`src/rtl/hazard_scoreboard_if.sv`:
```
// Hazard-unit bundle: decode/execute/memory/writeback register info in,
// stall/flush/forward controls out.
interface hazard_scoreboard_if #(
    parameter int REG_BITS = 5
);
    logic [REG_BITS-1:0] rs_id_d;
    logic [REG_BITS-1:0] rt_id_d;
    logic                branch_d;
    logic                syscall_d;
    logic                mf_op_in_d;
    logic                div_op_d;
    logic [REG_BITS-1:0] rs_id_e;
    logic [REG_BITS-1:0] rt_id_e;
    logic [REG_BITS-1:0] write_reg_e;
    logic                reg_write_e;
    logic                mem_to_reg_e;
    logic [REG_BITS-1:0] rd_id_m;
    logic                reg_write_m;
    logic                mem_to_reg_m;
    logic [REG_BITS-1:0] rd_id_w;
    logic                reg_write_w;
    logic                stall_f;
    logic                stall_d;
    logic                flush_e;
    logic                forward_rs_d;
    logic                forward_rt_d;
    logic [1:0]          forward_rs_e;
    logic [1:0]          forward_rt_e;
    logic                hilo_busy;
    logic                stall_timeout;

    modport master (
        output rs_id_d, rt_id_d, branch_d, syscall_d, mf_op_in_d, div_op_d,
               rs_id_e, rt_id_e, write_reg_e, reg_write_e, mem_to_reg_e,
               rd_id_m, reg_write_m, mem_to_reg_m, rd_id_w, reg_write_w,
        input  stall_f, stall_d, flush_e, forward_rs_d, forward_rt_d,
               forward_rs_e, forward_rt_e, hilo_busy, stall_timeout
    );

    modport slave (
        input  rs_id_d, rt_id_d, branch_d, syscall_d, mf_op_in_d, div_op_d,
               rs_id_e, rt_id_e, write_reg_e, reg_write_e, mem_to_reg_e,
               rd_id_m, reg_write_m, mem_to_reg_m, rd_id_w, reg_write_w,
        output stall_f, stall_d, flush_e, forward_rs_d, forward_rt_d,
               forward_rs_e, forward_rt_e, hilo_busy, stall_timeout
    );
endinterface

```
`src/rtl/hazard_scoreboard.sv`:
```
// Hazard unit for the 5-stage MIPS pipeline: forwarding, load/branch/syscall/
// HI-LO stalls, iterative-divider busy tracking and a sticky stall watchdog.
module hazard_scoreboard #(
    parameter int REG_BITS    = 5,
    parameter int DIV_LATENCY = 8,
    parameter int MAX_STALL   = 64,
    parameter int SYS_REG_A   = 2,
    parameter int SYS_REG_B   = 4
) (
    input logic              clock,
    input logic              reset,
    hazard_scoreboard_if.slave hz
);
    localparam int DIV_W = $clog2(DIV_LATENCY + 1);
    localparam int STL_W = $clog2(MAX_STALL + 1);
    localparam logic [REG_BITS-1:0] SYS_A = REG_BITS'(SYS_REG_A);
    localparam logic [REG_BITS-1:0] SYS_B = REG_BITS'(SYS_REG_B);

    // Register 0 is hard-wired zero, so it never produces a hazard.
    function automatic logic writes(input logic we, input logic [REG_BITS-1:0] dest,
                                    input logic [REG_BITS-1:0] src);
        return we && (dest != '0) && (dest == src);
    endfunction

    function automatic logic writes_sys(input logic we, input logic [REG_BITS-1:0] dest);
        return writes(we, dest, SYS_A) || writes(we, dest, SYS_B);
    endfunction

    logic [DIV_W-1:0] div_cnt;
    logic [STL_W-1:0] stall_cnt;
    logic             timeout;
    logic             busy;
    logic             lw_stall, branch_stall, syscall_stall, mf_stall, div_struct_stall;
    logic             stall;
    logic             div_issue;

    always_comb begin
        hz.forward_rs_e = 2'b00;
        if (writes(hz.reg_write_m, hz.rd_id_m, hz.rs_id_e))
            hz.forward_rs_e = 2'b10;
        else if (writes(hz.reg_write_w, hz.rd_id_w, hz.rs_id_e))
            hz.forward_rs_e = 2'b01;

        hz.forward_rt_e = 2'b00;
        if (writes(hz.reg_write_m, hz.rd_id_m, hz.rt_id_e))
            hz.forward_rt_e = 2'b10;
        else if (writes(hz.reg_write_w, hz.rd_id_w, hz.rt_id_e))
            hz.forward_rt_e = 2'b01;
    end

    assign hz.forward_rs_d = hz.branch_d && !hz.mem_to_reg_m &&
                             writes(hz.reg_write_m, hz.rd_id_m, hz.rs_id_d);
    assign hz.forward_rt_d = hz.branch_d && !hz.mem_to_reg_m &&
                             writes(hz.reg_write_m, hz.rd_id_m, hz.rt_id_d);

    assign busy = (div_cnt != '0);

    always_comb begin
        lw_stall = hz.mem_to_reg_e &&
                   (writes(hz.reg_write_e, hz.write_reg_e, hz.rs_id_d) ||
                    writes(hz.reg_write_e, hz.write_reg_e, hz.rt_id_d));

        // A branch resolves in decode: an E result is too late, and an M load
        // has no data yet, so both force a stall rather than a forward.
        branch_stall = hz.branch_d &&
                       (writes(hz.reg_write_e, hz.write_reg_e, hz.rs_id_d) ||
                        writes(hz.reg_write_e, hz.write_reg_e, hz.rt_id_d) ||
                        (hz.mem_to_reg_m &&
                         (writes(hz.reg_write_m, hz.rd_id_m, hz.rs_id_d) ||
                          writes(hz.reg_write_m, hz.rd_id_m, hz.rt_id_d))));

        syscall_stall = hz.syscall_d &&
                        (writes_sys(hz.reg_write_e, hz.write_reg_e) ||
                         writes_sys(hz.reg_write_m, hz.rd_id_m) ||
                         writes_sys(hz.reg_write_w, hz.rd_id_w));

        mf_stall         = hz.mf_op_in_d && busy;
        div_struct_stall = hz.div_op_d && busy;

        stall = !reset && (lw_stall || branch_stall || syscall_stall ||
                           mf_stall || div_struct_stall);
    end

    assign hz.stall_f       = stall;
    assign hz.stall_d       = stall;
    assign hz.flush_e       = stall;
    assign hz.hilo_busy     = busy;
    assign hz.stall_timeout = timeout;

    assign div_issue = hz.div_op_d && !stall;

    always_ff @(posedge clock or posedge reset) begin
        if (reset) begin
            div_cnt <= '0;
        end else if (div_issue) begin
            div_cnt <= DIV_W'(DIV_LATENCY);
        end else if (busy) begin
            div_cnt <= div_cnt - 1'b1;
        end
    end

    // Watchdog: timeout samples the saturated count, so it rises one edge later.
    always_ff @(posedge clock or posedge reset) begin
        if (reset) begin
            stall_cnt <= '0;
            timeout   <= 1'b0;
        end else begin
            if (!stall)
                stall_cnt <= '0;
            else if (stall_cnt != STL_W'(MAX_STALL))
                stall_cnt <= stall_cnt + 1'b1;
            if (stall_cnt == STL_W'(MAX_STALL))
                timeout <= 1'b1;
        end
    end
endmodule

```
`src/flat_wrapper.sv`:
```
// flat-port wrapper written by rule: the top's interface ports become plain ports
module hazard_scoreboard_flat 
#(
    parameter int REG_BITS    = 5,
    parameter int DIV_LATENCY = 8,
    parameter int MAX_STALL   = 64,
    parameter int SYS_REG_A   = 2,
    parameter int SYS_REG_B   = 4
)
  (clock, reset, hz_rs_id_d, hz_rt_id_d, hz_branch_d, hz_syscall_d, hz_mf_op_in_d, hz_div_op_d, hz_rs_id_e, hz_rt_id_e, hz_write_reg_e, hz_reg_write_e, hz_mem_to_reg_e, hz_rd_id_m, hz_reg_write_m, hz_mem_to_reg_m, hz_rd_id_w, hz_reg_write_w, hz_stall_f, hz_stall_d, hz_flush_e, hz_forward_rs_d, hz_forward_rt_d, hz_forward_rs_e, hz_forward_rt_e, hz_hilo_busy, hz_stall_timeout);
  hazard_scoreboard_if #(.REG_BITS(REG_BITS)) hz_i ();
  input logic clock;
  input logic reset;
  input wire logic [$bits(hz_i.rs_id_d)-1:0] hz_rs_id_d;
  input wire logic [$bits(hz_i.rt_id_d)-1:0] hz_rt_id_d;
  input wire logic [$bits(hz_i.branch_d)-1:0] hz_branch_d;
  input wire logic [$bits(hz_i.syscall_d)-1:0] hz_syscall_d;
  input wire logic [$bits(hz_i.mf_op_in_d)-1:0] hz_mf_op_in_d;
  input wire logic [$bits(hz_i.div_op_d)-1:0] hz_div_op_d;
  input wire logic [$bits(hz_i.rs_id_e)-1:0] hz_rs_id_e;
  input wire logic [$bits(hz_i.rt_id_e)-1:0] hz_rt_id_e;
  input wire logic [$bits(hz_i.write_reg_e)-1:0] hz_write_reg_e;
  input wire logic [$bits(hz_i.reg_write_e)-1:0] hz_reg_write_e;
  input wire logic [$bits(hz_i.mem_to_reg_e)-1:0] hz_mem_to_reg_e;
  input wire logic [$bits(hz_i.rd_id_m)-1:0] hz_rd_id_m;
  input wire logic [$bits(hz_i.reg_write_m)-1:0] hz_reg_write_m;
  input wire logic [$bits(hz_i.mem_to_reg_m)-1:0] hz_mem_to_reg_m;
  input wire logic [$bits(hz_i.rd_id_w)-1:0] hz_rd_id_w;
  input wire logic [$bits(hz_i.reg_write_w)-1:0] hz_reg_write_w;
  output wire logic [$bits(hz_i.stall_f)-1:0] hz_stall_f;
  output wire logic [$bits(hz_i.stall_d)-1:0] hz_stall_d;
  output wire logic [$bits(hz_i.flush_e)-1:0] hz_flush_e;
  output wire logic [$bits(hz_i.forward_rs_d)-1:0] hz_forward_rs_d;
  output wire logic [$bits(hz_i.forward_rt_d)-1:0] hz_forward_rt_d;
  output wire logic [$bits(hz_i.forward_rs_e)-1:0] hz_forward_rs_e;
  output wire logic [$bits(hz_i.forward_rt_e)-1:0] hz_forward_rt_e;
  output wire logic [$bits(hz_i.hilo_busy)-1:0] hz_hilo_busy;
  output wire logic [$bits(hz_i.stall_timeout)-1:0] hz_stall_timeout;
  assign hz_i.rs_id_d = hz_rs_id_d;
  assign hz_i.rt_id_d = hz_rt_id_d;
  assign hz_i.branch_d = hz_branch_d;
  assign hz_i.syscall_d = hz_syscall_d;
  assign hz_i.mf_op_in_d = hz_mf_op_in_d;
  assign hz_i.div_op_d = hz_div_op_d;
  assign hz_i.rs_id_e = hz_rs_id_e;
  assign hz_i.rt_id_e = hz_rt_id_e;
  assign hz_i.write_reg_e = hz_write_reg_e;
  assign hz_i.reg_write_e = hz_reg_write_e;
  assign hz_i.mem_to_reg_e = hz_mem_to_reg_e;
  assign hz_i.rd_id_m = hz_rd_id_m;
  assign hz_i.reg_write_m = hz_reg_write_m;
  assign hz_i.mem_to_reg_m = hz_mem_to_reg_m;
  assign hz_i.rd_id_w = hz_rd_id_w;
  assign hz_i.reg_write_w = hz_reg_write_w;
  assign hz_stall_f = hz_i.stall_f;
  assign hz_stall_d = hz_i.stall_d;
  assign hz_flush_e = hz_i.flush_e;
  assign hz_forward_rs_d = hz_i.forward_rs_d;
  assign hz_forward_rt_d = hz_i.forward_rt_d;
  assign hz_forward_rs_e = hz_i.forward_rs_e;
  assign hz_forward_rt_e = hz_i.forward_rt_e;
  assign hz_hilo_busy = hz_i.hilo_busy;
  assign hz_stall_timeout = hz_i.stall_timeout;
  hazard_scoreboard #(.REG_BITS(REG_BITS), .DIV_LATENCY(DIV_LATENCY), .MAX_STALL(MAX_STALL), .SYS_REG_A(SYS_REG_A), .SYS_REG_B(SYS_REG_B)) u_core (.clock(clock), .reset(reset), .hz(hz_i));
endmodule
```
`config.mk`:
```
export PLATFORM = sky130hd
export DESIGN_NAME = hazard_scoreboard_flat
export DESIGN_NICKNAME = d
export VERILOG_FILES = /design/src/rtl/hazard_scoreboard_if.sv /design/src/rtl/hazard_scoreboard.sv /design/src/flat_wrapper.sv
export SDC_FILE = /design/constraint.sdc
export NUM_CORES = 1
export LEC_CHECK = 0
export CORE_MARGIN = 5
export CORE_UTILIZATION = 38
export DETAILED_ROUTE_END_ITERATION = 12
export PLACE_DENSITY = 0.81
export SLEW_MARGIN = 20
export SYNTH_ARGS = -nofsm -noshare
export SYNTH_HDL_FRONTEND = slang
export SYNTH_SLANG_ARGS = --single-unit
```
`constraint.sdc`:
```
create_clock -name clock -period 2.5 [get_ports clock]
set_input_delay 0.625 -clock clock [delete_from_list [all_inputs] [get_ports clock]]
set_output_delay 0.625 -clock clock [all_outputs]
set_load 0.05 [all_outputs]
```
==> results of run 1 <==
final cells by class:
cell class,count,share of cell area
clock buffer,3,0.00887
inverter,9,0.0133
multi-input combinational,131,0.450
sequential,12,0.118
tap,46,0.0227
timing repair buffer,104,0.387
what timing repair did:
action,in CTS,in global routing
buffers inserted,7,4
gates resized for setup,122,30
pin swaps,29,17
hold endpoints to repair,0,0
setup endpoints to repair,9,9
power by group:
group	total (W)	switching [W]	leakage, nW	internal, W
Combinational	0.000617	0.000315	0.976	0.000302
Clock	0.000116	0.0000600	0.0138	0.0000557
Sequential	0.000272	0.0000374	0.158	0.000234
Total	0.00100	0.000412	1.15	0.000592
worst paths after layout:
path | startpoint | end | cells past startpoint
max | hz_rd_id_m[4] | hz_stall_d | 9
min | u_core.hz.stall_timeout | u_core.hz.stall_timeout | 1
max reg2reg | u_core.div_cnt[0] | u_core.stall_cnt[1] | 7
min reg2reg | u_core.hz.stall_timeout | u_core.hz.stall_timeout | 1
max in group asynchronous | reset | u_core.stall_cnt[4] | 3
min in group asynchronous | reset | u_core.stall_cnt[2] | 3
kinds of logic (layout without fill, tap and decap cells):
family                     after synthesis  count (layout)  share of synthesized area
xor gates and xnor gates                48              48                      0.322
AOI/OAI and AO/OA                       16              16                      0.105
DFF                                     12              12                      0.230
muxes                                    2               2                     0.0173
and+or+nand+nor                         62              62                      0.228
buffers and inverters                   16             116                     0.0681
adders and majority gates                3               3                     0.0288
worst max-delay path: cells and delay by family:
kind            cells  cell delay [ps]
compound gates      2              430
xor+xnor            1              130
simple gates        2              410
buf+inv             4              520
synthesized netlist by cell type:
cell and n:
nor4_1 4, a211oi_2 1, o31ai_4 2, and3_1 3, dfrtp_1 12, a21o_1 1, nor3b_1 2, o211ai_1 1
or3_1 1, buf_6 2, nor3_1 11, nor2_1 18, buf_2 2, o31ai_1 2, a21oi_1 4, inv_1 9
or4_1 1, ha_1 3, o21ai_0 3, nand2_1 12, xor2_1 32, xnor2_1 16, mux2_2 2, nand3_1 8
nand2b_1 1, buf_4 3, a22oi_1 1, or3_4 1, a221o_1 1
through the flow:
| step | utilization | setup WS (ps) |
|---|---|---|
| floorplan | - | -562 |
| global placement | 0.677 | -642 |
| detailed placement | 0.677 | -728 |
| CTS | 0.727 | -216 |
| global route | 0.761 | -319 |
| finish | 0.761 | -250 |
state kept, by name (all words and copies together), names as in the netlist:
signal                   cells
u_core.div_cnt               4
u_core.stall_cnt             7
u_core.hz.stall_timeout      1
layer usage:
layer / track usage / share of wire / wire [um] / vias to the layer above
li1: - / - / - / 734
met1: 0.233 / 0.37 / 1840 / 724
met2: 0.397 / 0.54 / 2710 / 56
met3: 0.0259 / 0.053 / 261 / 14
met4: 0.0794 / 0.031 / 155 / 0
met5: 0 / 0 / 0 / -
cells in the final DEF (no fill, tap or decap), drive strengths merged:
cell / count
a22oi: 1
nand2: 12
clkdlybuf4s15: 5
or4: 1
or3: 2
o31ai: 4
dlymetal6s2s: 2
a21oi: 4
o211ai: 1
dfrtp: 12
a21o: 1
a211oi: 1
ha: 3
dlygate4sd2: 13
nand2b: 1
clkbuf: 7
buf: 71
nand3: 8
mux2: 2
nor2: 18
and3: 3
a221o: 1
clkdlybuf4s50: 9
inv: 9
nor3b: 2
nor4: 4
nor3: 11
o21ai: 3
xor2: 32
xnor2: 16
==> impl_metrics.py, run 1 <==
metrics = {
    "outcome": {
        "status": "finished, violations left",
        "violations": "setup timing",
    },
    "routing": {
        "drc": 0,
        "vias": 1528,
        "drt_first_iter_violations": 67,
        "drtAntennaViolNets": 0,
        "drtPass1Iterations": 4,
        "drt-vias-per-instance": 5.01,
        "routed_wirelength_um": 4970,
        "routedWlPerCell_um": 16.3,
    },
    "layout": {
        "nets": 310,
        "num_antenna_cells": 0,
        "ff_latch_area_um2": 300,
        "num-fill-cells": 226,
        "fin_area_um2": 2540,
        "multi_input_area_um2": 1140,
        "final_cells": 305,
        "syn_to_final_growth_pct": 94.6,
        "drive_above_1_share": 0.459,
    },
    "sta": {
        "finClkSkew_ps": 1.34,
        "grt_setup_unrepaired": "true",
        "period_needed_ps": 2750,
        "finalSetupTns_ps": -1300,
        "fmax_ghz": 0.364,
        "slew_viol_final": 0,
        "worst_slew_pin_slew_ps": 492,
        "setup_viol": 9,
        "finalHoldViolCount": 0,
        "hold_slack_ps": 474,
        "layout_setup_ws_ps": -250,
        "fin_crit_sh": 1.10,
        "slew-limit-headroom": 0.671,
    },
    "floorplan": {
        "start_util": 0.391,
        "die_area_um2": 4710,
        "coreArea_um2": 3340,
        "die_h_um": 68.6,
        "fp-row-count": 21,
        "io_pins": 57,
        "die_width_um": 68.6,
    },
    "logic_synthesis": {
        "syn_avg_cell_area_um2": 8.21,
        "synth_seq_area_share": 0.230,
        "synth.top_cell.area_share": 0.230,
        "ys_ff_latch": 12,
        "mappedNetlistArea_um2": 1310,
        "synth.net_count": 208,
        "synth.area.top_cells": "dfrtp_1 (23%), xor2_1 (21%), xnor2_1 (11%)",
        "postSynthCellCount": 159,
        "synth_top_cell_by_area": "dfrtp_1",
        "yosysWarnings": 0,
        "synth_cell_types": 29,
    },
    "global_routing": {
        "grt_pass1_wl_um": 7250,
        "grt_max_degree": 13,
        "track_usage": 0.209,
        "overflow": 0,
        "antenna_found_initial": 0,
        "grt_pass1_vias": 1593,
    },
    "clock_network": {
        "clock_tree.root_cell": "clkbuf_4",
        "htreeDepth": 1,
        "clk_path_buf_depth": 2,
        "clk_pin_slew_ps": 70,
        "clock-sinks": 12,
        "cts_inserted_buffers": 3,
        "clkLatencyLatePin_ps": 270,
        "cts_tree": "yes",
        "postCtsHoldBufs": 0,
    },
    "placed_design": {
        "placed_cells": 292,
        "dp_hpwl_um": 3590,
        "dpl_cell_area_um2": 2260,
        "place_congestion": 0.917,
        "portBuffers": 56,
    },
    "critical_path": {
        "cpMaxStageDelayCell": "a211oi_4",
        "end_kind": "output port",
        "cpPeakStageDelay_ps": 320,
        "crit_required_ps": 1880,
        "arrival_ps": 2120,
        "path_cells": "buf_6 -> buf_6 -> xor2_1 -> nor3_1 -> nand3_2 -> a211oi_4 -> o31ai_4 -> inv_2 -> buf_12",
        "crit_type": "in -> out",
        "critPathMaxFanout": 3,
        "reg2reg_slack_ps": 800,
        "worstSetupStartpointType": "input pin",
        "cp_common_cell": "buf_6",
    },
    "job": {
        "cap_violations": 0,
    },
    "pwr": {
        "p_per_area_nw_per_um2": 395,
        "ir_drop_mv": 0.218,
        "power_w": 0.00100,
        "power.leakage_nw": 1.15,
    },
    "hold_path": {
        "hp-class": "reg -> reg",
    },
}
(Power assumes the default switching activity.)
==> inputs of run 2 (changes only) <==
--- a/config.mk
+++ b/config.mk
@@ -5,7 +5,7 @@
 export SDC_FILE = /design/constraint.sdc
 export NUM_CORES = 1
 export LEC_CHECK = 0
-export CORE_MARGIN = 5
+export CORE_MARGIN = 2
 export CORE_UTILIZATION = 38
 export DETAILED_ROUTE_END_ITERATION = 12
 export PLACE_DENSITY = 0.81
==> impl_metrics.py, run 2 (synthesis results as in run 1) <==
metrics = {
    "pwr": {
        "p_seq_frac": 0.263,
        "p_per_area_nw_per_um2": 400,
        "intPower_w": 0.000618,
        "p_comb_frac": 0.585,
        "power.leakage_nw": 1.17,
        "switching_power_w": 0.000405,
        "ir_drop_mv": 0.200,
        "p_clk_frac": 0.153,
        "swShare": 0.396,
    },
    "critical_path": {
        "crit_required_ps": 1880,
        "r2r_cells": 8,
        "arrival_ps": 2080,
        "critPathMaxFanout": 3,
        "worstSetupStartpointType": "input pin",
        "crit_type": "in -> out",
        "end_kind": "output port",
    },
    "routing": {
        "drt-vias-per-instance": 4.94,
        "drtAntennaViolNets": 0,
        "drtPass1Iterations": 4,
        "drt_first_iter_violations": 46,
        "routedWlPerCell_um": 15.1,
        "routed_wirelength_um": 4640,
        "vias": 1518,
        "drc": 0,
    },
    "sta": {
        "slew-limit-headroom": 0.673,
        "finalSetupTns_ps": -1030,
        "period_needed_ps": 2710,
        "fmax_ghz": 0.369,
        "layout_setup_ws_ps": -207,
        "hold_slack_ps": 485,
        "finalHoldViolCount": 0,
        "fin_crit_sh": 1.08,
        "grt_setup_unrepaired": "true",
        "worst_slew_pin_slew_ps": 489,
        "setup_viol": 7,
        "slew_viol_final": 0,
        "finClkSkew_ps": 4.93,
    },
    "global_routing": {
        "grt_pass1_wl_um": 7220,
        "antenna_found_initial": 0,
        "overflow": 0,
        "grt_pass1_vias": 1638,
        "track_usage": 0.234,
        "grt_max_degree": 13,
    },
    "clock_network": {
        "clk_path_buf_depth": 2,
        "htreeDepth": 1,
        "postCtsHoldBufs": 0,
        "cts_tree": "yes",
        "clk_pin_slew_ps": 80,
        "clock_tree.root_cell": "clkbuf_4",
        "cts_inserted_buffers": 3,
        "clkLatencyLatePin_ps": 280,
        "clock-sinks": 12,
    },
    "layout": {
        "num_antenna_cells": 0,
        "drive_above_1_share": 0.483,
        "layout_common_cells": "buf_4 (39), xor2_1 (26), buf_6 (20), nor2_1 (18), dfrtp_1 (12)",
        "layout_commonest_cell": "buf_4",
        "syn_to_final_growth_pct": 96.2,
        "largest_reg_flops": 7,
        "final_cells": 307,
        "nets": 311,
        "regMostFlops": "u_core.stall_cnt",
    },
    "outcome": {
        "violations": "setup timing",
        "status": "finished, violations left",
    },
    "floorplan": {
        "coreArea_um2": 3310,
        "die_width_um": 62.6,
        "start_util": 0.394,
        "die_area_um2": 3920,
        "fp-row-count": 21,
        "die_h_um": 62.6,
        "io_pins": 57,
    },
    "placed_design": {
        "dp_hpwl_um": 3060,
        "portBuffers": 56,
        "place_congestion": 0.811,
        "placed_cells": 292,
    },
    "hold_path": {
        "hp-class": "reg -> reg",
        "min_path_cells": 1,
    },
    "job": {
        "cap_violations": 0,
    },
}
run 2: per-layer routing:
layer  up-vias  GRT usage  part of all wire
met5         -          0                 0
met4         0      0.108             0.032
met3        14     0.0505             0.060
met2        63      0.418              0.52
met1       714      0.265              0.39
li1        727          -                 -
run 2: through the flow:
stage | worst slack, ps | power, W | util | area, um^2
after floorplan | -562 | 0.000581 | - | 1350
after global placement | -555 | 0.000779 | 0.671 | 2220
after detailed placement | -621 | 0.000795 | 0.671 | 2220
after CTS | -180 | 0.000984 | 0.727 | 2410
after global routing | -288 | 0.00109 | 0.773 | 2560
final | -207 | 0.00102 | 0.773 | 2560
run 2: worst paths after layout:
| path | start | end | slack [ps] |
|---|---|---|---|
| min in group asynchronous | reset | u_core.div_cnt[1] | 840 |
| worst max register to register | u_core.div_cnt[0] | u_core.stall_cnt[5] | 660 |
| worst min-delay path | u_core.hz.stall_timeout | u_core.hz.stall_timeout | 490 |
| max in group asynchronous | reset | u_core.stall_cnt[6] | 1500 |
| worst min register to register | u_core.hz.stall_timeout | u_core.hz.stall_timeout | 490 |
| worst max-delay path | hz_write_reg_e[1] | hz_stall_d | -210 |
run 2: critical path, stage by stage:
cell             delay (ps)
clkdlybuf4s15_2         200
buf_4                   150
xor2_1                  160
nor3_1                  270
a22oi_2                 110
o21ai_2                 220
o31ai_4                  80
inv_2                   120
buf_8                   160
run 2: repair_timing:
item,4_1_cts,5_1_grt
resized for setup,115,55
setup buffers,10,5
pin swaps,22,27
hold endpoints to repair,0,0
endpoints found under the setup margin,9,9
run 2: cell type report:
type / count / area, um^2
Multi-Input combinational cell: 131 / 1160
Timing Repair Buffer: 105 / 967
Fill cell: 210 / 751
Sequential cell: 12 / 300
Clock buffer: 4 / 36.3
Tap cell: 46 / 57.6
Inverter: 9 / 33.8
run 2: power groups by stage:
stage / combinational [W] / clock [W] / sequential (W)
finish: 0.000598 / 0.000156 / 0.000269
global placement: 0.000509 / 0 / 0.000269
floorplan: 0.000311 / 0 / 0.000270
detailed placement: 0.000523 / 0 / 0.000272
CTS: 0.000557 / 0.000158 / 0.000269
global route: 0.000650 / 0.000170 / 0.000274
==> inputs of run 3 (changes only) <==
--- a/config.mk
+++ b/config.mk
@@ -6,9 +6,10 @@
 export NUM_CORES = 1
 export LEC_CHECK = 0
 export CORE_MARGIN = 2
-export CORE_UTILIZATION = 38
+export CORE_UTILIZATION = 57
 export DETAILED_ROUTE_END_ITERATION = 12
-export PLACE_DENSITY = 0.81
+export DONT_BUFFER_PORTS = 1
+export PLACE_DENSITY = 0.8
 export SLEW_MARGIN = 20
 export SYNTH_ARGS = -nofsm -noshare
 export SYNTH_HDL_FRONTEND = slang
==> impl_metrics.py, run 3 (synthesis results as in run 1) <==
metrics = {
    "layout": {
        "regMostFlops": "u_core.stall_cnt",
        "ff_latch_area_um2": 300,
        "drive_above_1_share": 0.247,
        "multi_input_area_um2": 997,
        "syn_to_final_growth_pct": 20.0,
        "nets": 224,
        "num_antenna_cells": 0,
        "num-fill-cells": 169,
        "layout_common_cells": "xor2_1 (32), nor2_1 (17), xnor2_1 (16), buf_4 (15)",
        "largest_reg_flops": 7,
        "final_util": 0.715,
        "layout_commonest_cell": "xor2_1",
    },
    "outcome": {
        "status": "completed",
    },
    "critical_path": {
        "critPathMaxFanout": 5,
        "r2r_cells": 8,
        "crit_required_ps": 1880,
        "crit_type": "in -> out",
        "reg2reg_slack_ps": 700,
        "r2r-start": "u_core.div_cnt[0]",
        "end_kind": "output port",
        "worstSetupStartpointType": "input pin",
        "rr_endpoint": "u_core.div_cnt[0]",
        "arrival_ps": 1850,
    },
    "clock_network": {
        "cts_tree": "yes",
        "postCtsHoldBufs": 0,
        "clock-sinks": 12,
        "clock_tree.root_cell": "clkbuf_4",
        "htreeDepth": 1,
        "cts_inserted_buffers": 3,
        "clkLatencyLatePin_ps": 280,
        "clk_pin_slew_ps": 80,
        "clk_path_buf_depth": 2,
    },
    "pwr": {
        "p_seq_frac": 0.335,
        "ir_drop_mv": 0.334,
        "power_w": 0.000848,
        "p_comb_frac": 0.479,
        "intPower_w": 0.000512,
        "switching_power_w": 0.000336,
        "p_per_area_nw_per_um2": 541,
        "swShare": 0.396,
        "power.leakage_nw": 0.646,
        "p_clk_frac": 0.186,
    },
    "sta": {
        "worst_slew_pin_slew_ps": 487,
        "fin_crit_sh": 0.992,
        "finalHoldViolCount": 0,
        "slew_viol_final": 0,
        "setup_viol": 0,
        "grt_setup_unrepaired": "true",
        "fmax_ghz": 0.403,
        "slew-limit-headroom": 0.676,
        "period_needed_ps": 2480,
        "finClkSkew_ps": 2.43,
    },
    "routing": {
        "drtAntennaViolNets": 0,
        "drtPass1Iterations": 4,
        "vias": 1153,
        "drt-vias-per-instance": 5.71,
        "drt_first_iter_violations": 17,
        "drc": 0,
        "routedWlPerCell_um": 15.5,
        "routed_wirelength_um": 3130,
    },
    "global_routing": {
        "grt_pass1_vias": 1244,
        "track_usage": 0.243,
        "grt_pass1_wl_um": 4930,
        "overflow": 0,
        "grt_max_degree": 13,
        "antenna_found_initial": 0,
    },
    "floorplan": {
        "fp-row-count": 17,
        "die_width_um": 51.9,
        "io_pins": 57,
        "die_h_um": 51.9,
        "start_util": 0.596,
        "coreArea_um2": 2190,
        "die_area_um2": 2690,
    },
    "placed_design": {
        "portBuffers": 0,
        "place_congestion": 0.904,
        "dp_hpwl_um": 2590,
    },
    "hold_path": {
        "hp-class": "in -> async",
    },
    "job": {
        "cap_violations": 0,
    },
}
==> run 3: changes by cell type in the layout (fill, tap and decap cells not counted), sizes merged <==
cell           change
buf               -56
clkdlybuf4s50      -8
dlymetal6s2s       -2
clkbuf             -5
clkdlybuf4s15      -8
dlygate4sd2        -8
==> run 3: metrics by stage <==
stage          area (um^2)  hold WS (ps)  worst slack, ps  setup TNS, ps  std cells
2_1_floorplan         1350           448             -562          -2910        159
3_3_place_gp          1470           470            -68.5           -228        195
3_5_place_dp          1470           487            -99.4           -359        195
4_1_cts               1530           300            -28.9          -86.4        200
5_1_grt               1570           305            -31.6          -94.8        202
6_report              1570           297             21.1              0        202
==> run 3: timing repair <==
action	in CTS	in global routing
pin swaps	5	6
gates resized for setup	6	6
setup buffers	1	2
endpoints found under the setup margin	5	6
==> run 3: area by class of cell <==
class,count,share of cell area
Sequential cell,12,0.192
Tap cell,28,0.0224
Multi-Input combinational cell,131,0.637
Clock buffer,4,0.0232
Inverter,9,0.0216
Timing Repair Buffer,18,0.105
==> run 3: per-layer routing <==
metal / global-route usage / vias up / wire, um
met1: 0.245 / 546 / 1130
met2: 0.468 / 43 / 1720
met5: 0 / - / 0
li1: - / 557 / -
met4: 0.105 / 0 / 58
met3: 0.0517 / 7 / 218
==> run 3: how the worst max path moves through the flow <==
stage | from | end | slack [ps] | depth (start not counted)
CTS | hz_rd_id_m[4] | hz_stall_d | -30 | 7
global placement | hz_rd_id_w[1] | hz_stall_d | -70 | 7
detailed placement | hz_rd_id_w[1] | hz_stall_d | -100 | 7
global route | hz_write_reg_e[1] | hz_stall_d | -30 | 7
finish | hz_rd_id_m[4] | hz_stall_d | 20 | 6
floorplan | hz_rd_id_m[0] | hz_stall_d | -560 | 7
==> run 3: power by group through the flow <==
stage	Sequential [W]	Combinational (W)	Clock (W)
after CTS	0.000278	0.000380	0.000157
after global placement	0.000275	0.000352	0
after detailed placement	0.000279	0.000371	0
final	0.000284	0.000406	0.000157
after global routing	0.000289	0.000446	0.000164
after floorplan	0.000270	0.000311	0
==> run 3: worst max-delay path: stages <==
cell,delay [ps]
or3_4,390
o31ai_4,270
a211oi_2,100
o31ai_4,210
inv_2,70
buf_12,180
